**src/rtl/bit_window_unpacker_if.sv**
```systemverilog
// ============================================================================
// Module   : bit_window_unpacker_if
// Brief    : Packed-word input and bit-window output handshakes of the unpacker.
// Revision : 1.0 - initial release
// ============================================================================
`default_nettype none

interface bit_window_unpacker_if #(
  parameter int DATA_W = 8
);
  localparam int FILL_W = $clog2(2*DATA_W+1);
  localparam int LEN_W  = $clog2(DATA_W+1);

  logic [DATA_W-1:0] data_i;
  logic              last_i;
  logic              vld_i;
  logic              rdy_o;
  logic [DATA_W-1:0] window_o;
  logic [FILL_W-1:0] avail_o;
  logic              vld_o;
  logic              last_o;
  logic [LEN_W-1:0]  len_i;
  logic              rdy_i;

  modport slave (
    input  data_i, last_i, vld_i, len_i, rdy_i,
    output rdy_o, window_o, avail_o, vld_o, last_o
  );

  modport master (
    output data_i, last_i, vld_i, len_i, rdy_i,
    input  rdy_o, window_o, avail_o, vld_o, last_o
  );
endinterface

`default_nettype wire

```
**src/rtl/bit_window_unpacker.sv**
```systemverilog
// ============================================================================
// Module   : bit_window_unpacker
// Brief    : Presents the next DATA_W unconsumed bits of a packed word stream,
//            MSB-aligned; optional UNPACKER_UNDERRUN_CHK_EN adds sticky err_o.
// Revision : 1.0 - initial release
// ============================================================================
`default_nettype none

module bit_window_unpacker #(
  parameter int DATA_W = 8
) (
  input  logic                  clk_i,
  input  logic                  rst_ni,
  bit_window_unpacker_if.slave  bus,
  input  logic                  flush_i,
  output logic                  idle_o
`ifdef UNPACKER_UNDERRUN_CHK_EN
  ,output logic                 err_o
`endif
);
  localparam int FILL_W = $clog2(2*DATA_W+1);
  localparam int BUF_W  = 2*DATA_W;
  localparam logic [FILL_W-1:0] C_DATA_W = FILL_W'(DATA_W);

  typedef enum logic [1:0] {
    ST_EMPTY   = 2'd0,
    ST_FILLING = 2'd1,
    ST_READY   = 2'd2,
    ST_DRAIN   = 2'd3
  } state_e;

  state_e             state_q, state_d;
  logic [BUF_W-1:0]   buf_q, buf_d;
  logic [FILL_W-1:0]  fill_q, fill_d;
  logic               vld_q, vld_d;
  logic               last_q, last_d;

  logic               consume;
  logic               accept;
  logic               rdy;
  logic [FILL_W-1:0]  len_ext;
  logic [FILL_W-1:0]  take;
  logic [FILL_W-1:0]  rem;

  always_comb begin
    len_ext = FILL_W'(bus.len_i);
    consume = vld_q && bus.rdy_i;
    take    = '0;
    if (consume) begin
      take = (len_ext > fill_q) ? fill_q : len_ext;
    end
    rem    = fill_q - take;
    // A word may land in the same cycle as a consume as long as it fits.
    rdy    = !flush_i && (state_q != ST_DRAIN) && (rem <= C_DATA_W);
    accept = bus.vld_i && rdy;

    buf_d   = buf_q << take;
    fill_d  = rem;
    state_d = state_q;
    if (accept) begin
      buf_d  = buf_d | ({bus.data_i, {DATA_W{1'b0}}} >> rem);
      fill_d = rem + C_DATA_W;
    end

    case (state_q)
      ST_EMPTY, ST_FILLING: begin
        if (accept) begin
          state_d = bus.last_i ? ST_DRAIN : ST_READY;
        end
      end
      ST_READY: begin
        if (accept) begin
          if (bus.last_i) begin
            state_d = ST_DRAIN;
          end
        end else if (fill_d == '0) begin
          state_d = ST_EMPTY;
        end else if (fill_d < C_DATA_W) begin
          state_d = ST_FILLING;
        end
      end
      ST_DRAIN: begin
        if (fill_d == '0) begin
          state_d = ST_EMPTY;
        end
      end
      default: state_d = ST_EMPTY;
    endcase

    if (flush_i) begin
      buf_d   = '0;
      fill_d  = '0;
      state_d = ST_EMPTY;
    end

    vld_d  = (state_d == ST_READY) || (state_d == ST_DRAIN);
    last_d = (state_d == ST_DRAIN);
  end

`ifdef UNPACKER_UNDERRUN_CHK_EN
  logic err_q, err_d;

  always_comb begin
    err_d = err_q | (consume && (len_ext > fill_q));
    if (flush_i) begin
      err_d = 1'b0;
    end
  end

  always_ff @(posedge clk_i or negedge rst_ni) begin
    if (!rst_ni) begin
      err_q <= 1'b0;
    end else begin
      err_q <= err_d;
    end
  end

  assign err_o = err_q;
`endif

  always_ff @(posedge clk_i or negedge rst_ni) begin
    if (!rst_ni) begin
      state_q <= ST_EMPTY;
      buf_q   <= '0;
      fill_q  <= '0;
      vld_q   <= 1'b0;
      last_q  <= 1'b0;
    end else begin
      state_q <= state_d;
      buf_q   <= buf_d;
      fill_q  <= fill_d;
      vld_q   <= vld_d;
      last_q  <= last_d;
    end
  end

  assign bus.rdy_o    = rdy;
  assign bus.window_o = buf_q[BUF_W-1 -: DATA_W];
  assign bus.avail_o  = fill_q;
  assign bus.vld_o    = vld_q;
  assign bus.last_o   = last_q;
  assign idle_o       = (state_q == ST_EMPTY) && !bus.vld_i;

endmodule

`default_nettype wire

```
**src/flat_wrapper.sv**
```systemverilog
// flat-port wrapper written by rule: the top's interface ports become plain ports
module bit_window_unpacker_flat 
#(
  parameter int DATA_W = 8
)
  (clk_i, rst_ni, flush_i, idle_o, bus_data_i, bus_last_i, bus_vld_i, bus_len_i, bus_rdy_i, bus_rdy_o, bus_window_o, bus_avail_o, bus_vld_o, bus_last_o);
  bit_window_unpacker_if #(.DATA_W(DATA_W)) bus_i ();
  input  logic clk_i;
  input  logic rst_ni;
  input  logic flush_i;
  output logic idle_o;
  input wire logic [$bits(bus_i.data_i)-1:0] bus_data_i;
  input wire logic [$bits(bus_i.last_i)-1:0] bus_last_i;
  input wire logic [$bits(bus_i.vld_i)-1:0] bus_vld_i;
  input wire logic [$bits(bus_i.len_i)-1:0] bus_len_i;
  input wire logic [$bits(bus_i.rdy_i)-1:0] bus_rdy_i;
  output wire logic [$bits(bus_i.rdy_o)-1:0] bus_rdy_o;
  output wire logic [$bits(bus_i.window_o)-1:0] bus_window_o;
  output wire logic [$bits(bus_i.avail_o)-1:0] bus_avail_o;
  output wire logic [$bits(bus_i.vld_o)-1:0] bus_vld_o;
  output wire logic [$bits(bus_i.last_o)-1:0] bus_last_o;
  assign bus_i.data_i = bus_data_i;
  assign bus_i.last_i = bus_last_i;
  assign bus_i.vld_i = bus_vld_i;
  assign bus_i.len_i = bus_len_i;
  assign bus_i.rdy_i = bus_rdy_i;
  assign bus_rdy_o = bus_i.rdy_o;
  assign bus_window_o = bus_i.window_o;
  assign bus_avail_o = bus_i.avail_o;
  assign bus_vld_o = bus_i.vld_o;
  assign bus_last_o = bus_i.last_o;
  bit_window_unpacker #(.DATA_W(DATA_W)) u_core (.clk_i(clk_i), .rst_ni(rst_ni), .bus(bus_i), .flush_i(flush_i), .idle_o(idle_o));
endmodule
```
**config.mk**
```make
export PLATFORM = sky130hd
export DESIGN_NAME = bit_window_unpacker_flat
export DESIGN_NICKNAME = d
export VERILOG_FILES = /design/src/rtl/bit_window_unpacker_if.sv /design/src/rtl/bit_window_unpacker.sv /design/src/flat_wrapper.sv
export SDC_FILE = /design/constraint.sdc
export NUM_CORES = 1
export LEC_CHECK = 0
export ABC_CLOCK_PERIOD_IN_PS = 4500
export CAP_MARGIN = 5
export CORE_UTILIZATION = 40
export CTS_CLUSTER_DIAMETER = 50
export CTS_CLUSTER_SIZE = 40
export DETAILED_ROUTE_END_ITERATION = 6
export GPL_TIMING_DRIVEN = 1
export PLACE_DENSITY_LB_ADDON = 0.12
export SYNTH_ARGS = -nofsm -noshare
export SYNTH_HDL_FRONTEND = slang
export SYNTH_SLANG_ARGS = --single-unit
```
**constraint.sdc**
```tcl
create_clock -name clk_i -period 4.5 [get_ports clk_i]
set_input_delay 0.9 -clock clk_i [delete_from_list [all_inputs] [get_ports clk_i]]
set_output_delay 0.9 -clock clk_i [all_outputs]
set_load 0.02 [all_outputs]
```
==> impl_metrics.ini <==
[route]
vias = 2622
vias_per_cell = 5.72
drc = 0
drt_iter0_markers = 138
routedWlPerCell_um = 18.1
drt_wl_total_um = 8300
first_pass_iters = 5
ant_nets = 0

[setup_path]
reg2reg_setup_slack_ns = 0.32
crit_path_max_fanout = 3
path_class = primary input to output port
crit_arrival_ns = 3.55
timing.rr.start = u_core.bus.avail_o[1]$_DFF_PN0_
rr_worst_depth = 23
startpoint_type = primary input
worstPathRequired_ns = 3.60
rr_endpoint = u_core.buf_q[15]$_DFF_PN0_
critPathCaptureType = output port

[die]
initial_utilization = 0.422
die_x_um = 81.7
die_area_um2 = 6670
die_h_um = 81.7
num_rows = 28
placeableCoreArea_um2 = 6030
io_pins = 35

[logic_synthesis]
synthCells = 303
ys_types = 70
syn_nets = 330
synth_edf_count = 0
ys_seq_elements = 25
ys_warn_count = 0
syn_area_um2 = 2540
synth_seq_area_share = 0.246
synthArstFlopShare = 1.00
syn_area_per_cell_um2 = 8.38
ys.flop_type = dfrtp_1

[placement]
numPortBuffers = 34
hpwl_um = 5530
place_congestion = 0.880
dpl-instance-area_um2 = 3210

[clocking]
clkLatencyLatePin_ns = 0.28
root_buffer = clkbuf_8
cts_tree = built
cts-htree-levels = 1
cts_buffers = 3
cts_buffer_depth = 2
cts.sink_count = 25
clkTransAtPathRegs_ns = 0.09

[run_status]
outcome = complete, no violations

[pwr]
vdd_drop_max_mv = 0.269
cellPowerDensity_nw_per_um2 = 455
power.leakage_uw = 0.00150
p_total_uw = 1640

[sta]
clock.fmax_mhz = 225
fin_skew_ns = 0.00516
slew_violations = 0
fin_hold_ws_ns = 0.641
min_period_over_period = 0.989
setup_viol = 0
min_period_ns = 4.45
worst_slew_pin_slew_ns = 0.517
hold_violations = 0
max_slew_margin = 0.653

[global_routing]
antenna_found_initial = 0
use_met2 = 0.413
grt_pass1_wl_um = 12600
grt_most_used_layer = met2
first_global_vias = 2510
grt_max_degree = 29
met1_usage = 0.350
grt_use_total = 0.250
gr-total-overflow = 0
grt_util_met3 = 0.0322

[cells_and_area]
finish.instance_area_um2 = 3610
layout-drive-gt1-share = 0.347
final_nets = 411
n_antenna_cell = 0
area_growth_pct = 42.2

[worst_hold_path]
hold_depth = 2
hold_start = u_core.buf_q[0]$_DFF_PN0_
min_path_type = flip-flop to flip-flop
whs_endpoint = u_core.buf_q[0]$_DFF_PN0_

[flow_run]
drv_cap = 0
[metrics by stage]
stage | setup slack [ns] | utilization | setup TNS, ns | cells
4_1_cts | -0.00228 | 0.577 | -0.00228 | 454
2_1_floorplan | -0.199 | - | -0.199 | 303
3_3_place_gp | -0.799 | 0.533 | -3.66 | 427
3_5_place_dp | -0.868 | 0.533 | -5.56 | 427
5_1_grt | -0.0516 | 0.599 | -0.0516 | 458
6_report | 0.0498 | 0.599 | 0 | 458
[final cells by class]
class	count	area (µm²)
Fill cell	551	2410
Multi-Input combinational cell	240	1950
Timing Repair Buffer	102	851
Sequential cell	25	626
Tap cell	75	93.8
Inverter	12	50.0
Clock buffer	4	45.0
[where the power goes]
group          total, µW  switching, µW  internal [µW]
logic               1170            607            567
clock network        144           80.4           63.7
registers            325           49.4            276
total               1640            737            906
[metal layers]
layer  routed length, µm  vias to the layer above
li1                    -                     1267
met1                3700                     1236
met2                4040                       99
met3                 386                       20
met4                 176                        0
met5                   0                        -
[what timing repair did]
item                                    4_1_cts  5_1_grt
hold buffers                                  0        0
endpoints found under the setup margin        8       11
buffers inserted                             24        6
pin swaps                                    10       20
gates resized for setup                      24       29
[registers in the layout (all words and copies together) (netlist names)]
register	count
u_core.buf_q	16
u_core.bus.avail_o	5
u_core.bus.last_o	1
u_core.bus.vld_o	1
u_core.state_q	2
[worst max-delay path by stage]
stage | start | end | cells after the start
after detailed placement | bus_len_i[0] | bus_rdy_o | 13
after global placement | bus_len_i[3] | bus_rdy_o | 14
after global routing | bus_len_i[3] | bus_rdy_o | 14
after CTS | bus_len_i[2] | bus_rdy_o | 14
final | bus_len_i[1] | bus_rdy_o | 16
after floorplan | bus_len_i[3] | bus_rdy_o | 15
[cells in the mapped netlist (5+ instances only)]
cell type	count	area, µm²
nand2_1	30	113
o21ai_1	5	25.0
inv_1	9	33.8
ha_1	8	100
mux2i_1	20	200
buf_4	10	75.1
a32oi_1	5	43.8
nor3_1	11	55.1
nand3_1	15	75.1
o21ai_0	16	80.1
mux2_2	8	90.1
buf_2	5	25.0
clkbuf_1	9	33.8
a21oi_1	18	90.1
nor2_1	29	109
dfrtp_1	25	626
[critical path: stages]
cell and delay [ns]:
buf_2 0.12, ha_4 0.26, buf_6 0.13, a41oi_4 0.26, buf_4 0.17, a21oi_4 0.07, nor2_8 0.12, inv_6 0.04
ha_4 0.16, fa_2 0.38, nor2b_1 0.14, o21ai_1 0.10, nand2b_2 0.11, xnor2_2 0.10, a2111oi_4 0.28, buf_4 0.19
[cells by family (layout without fill, tap and decap cells)]
logic type | count (synthesis) | count (layout) | share of synthesized area
buf+inv | 38 | 118 | 0.0783
fa+ha+maj | 9 | 9 | 0.0473
mux | 33 | 33 | 0.149
xor+xnor | 5 | 5 | 0.0202
simple gates | 113 | 113 | 0.230
compound gates | 80 | 80 | 0.230
flops | 25 | 25 | 0.246
[cell usage in the layout (no fill, tap or decap), types with 3 or more instances in the layout]
cell and n:
nand2_1 30, o21ai_1 8, nor3_1 11, mux2_2 8, ha_4 7, mux2i_1 19
inv_2 3, nor4_1 3, nand2b_1 4, clkdlybuf4s50_1 29, mux2i_2 3, clkbuf_8 3
nor4_2 3, buf_4 67, dfrtp_1 25, a21oi_1 17, nor2_1 29, a31oi_1 4
inv_1 8, o21ai_0 12, nand3_1 13, o22ai_1 3, a32oi_1 5
(Power assumes the default switching activity.)
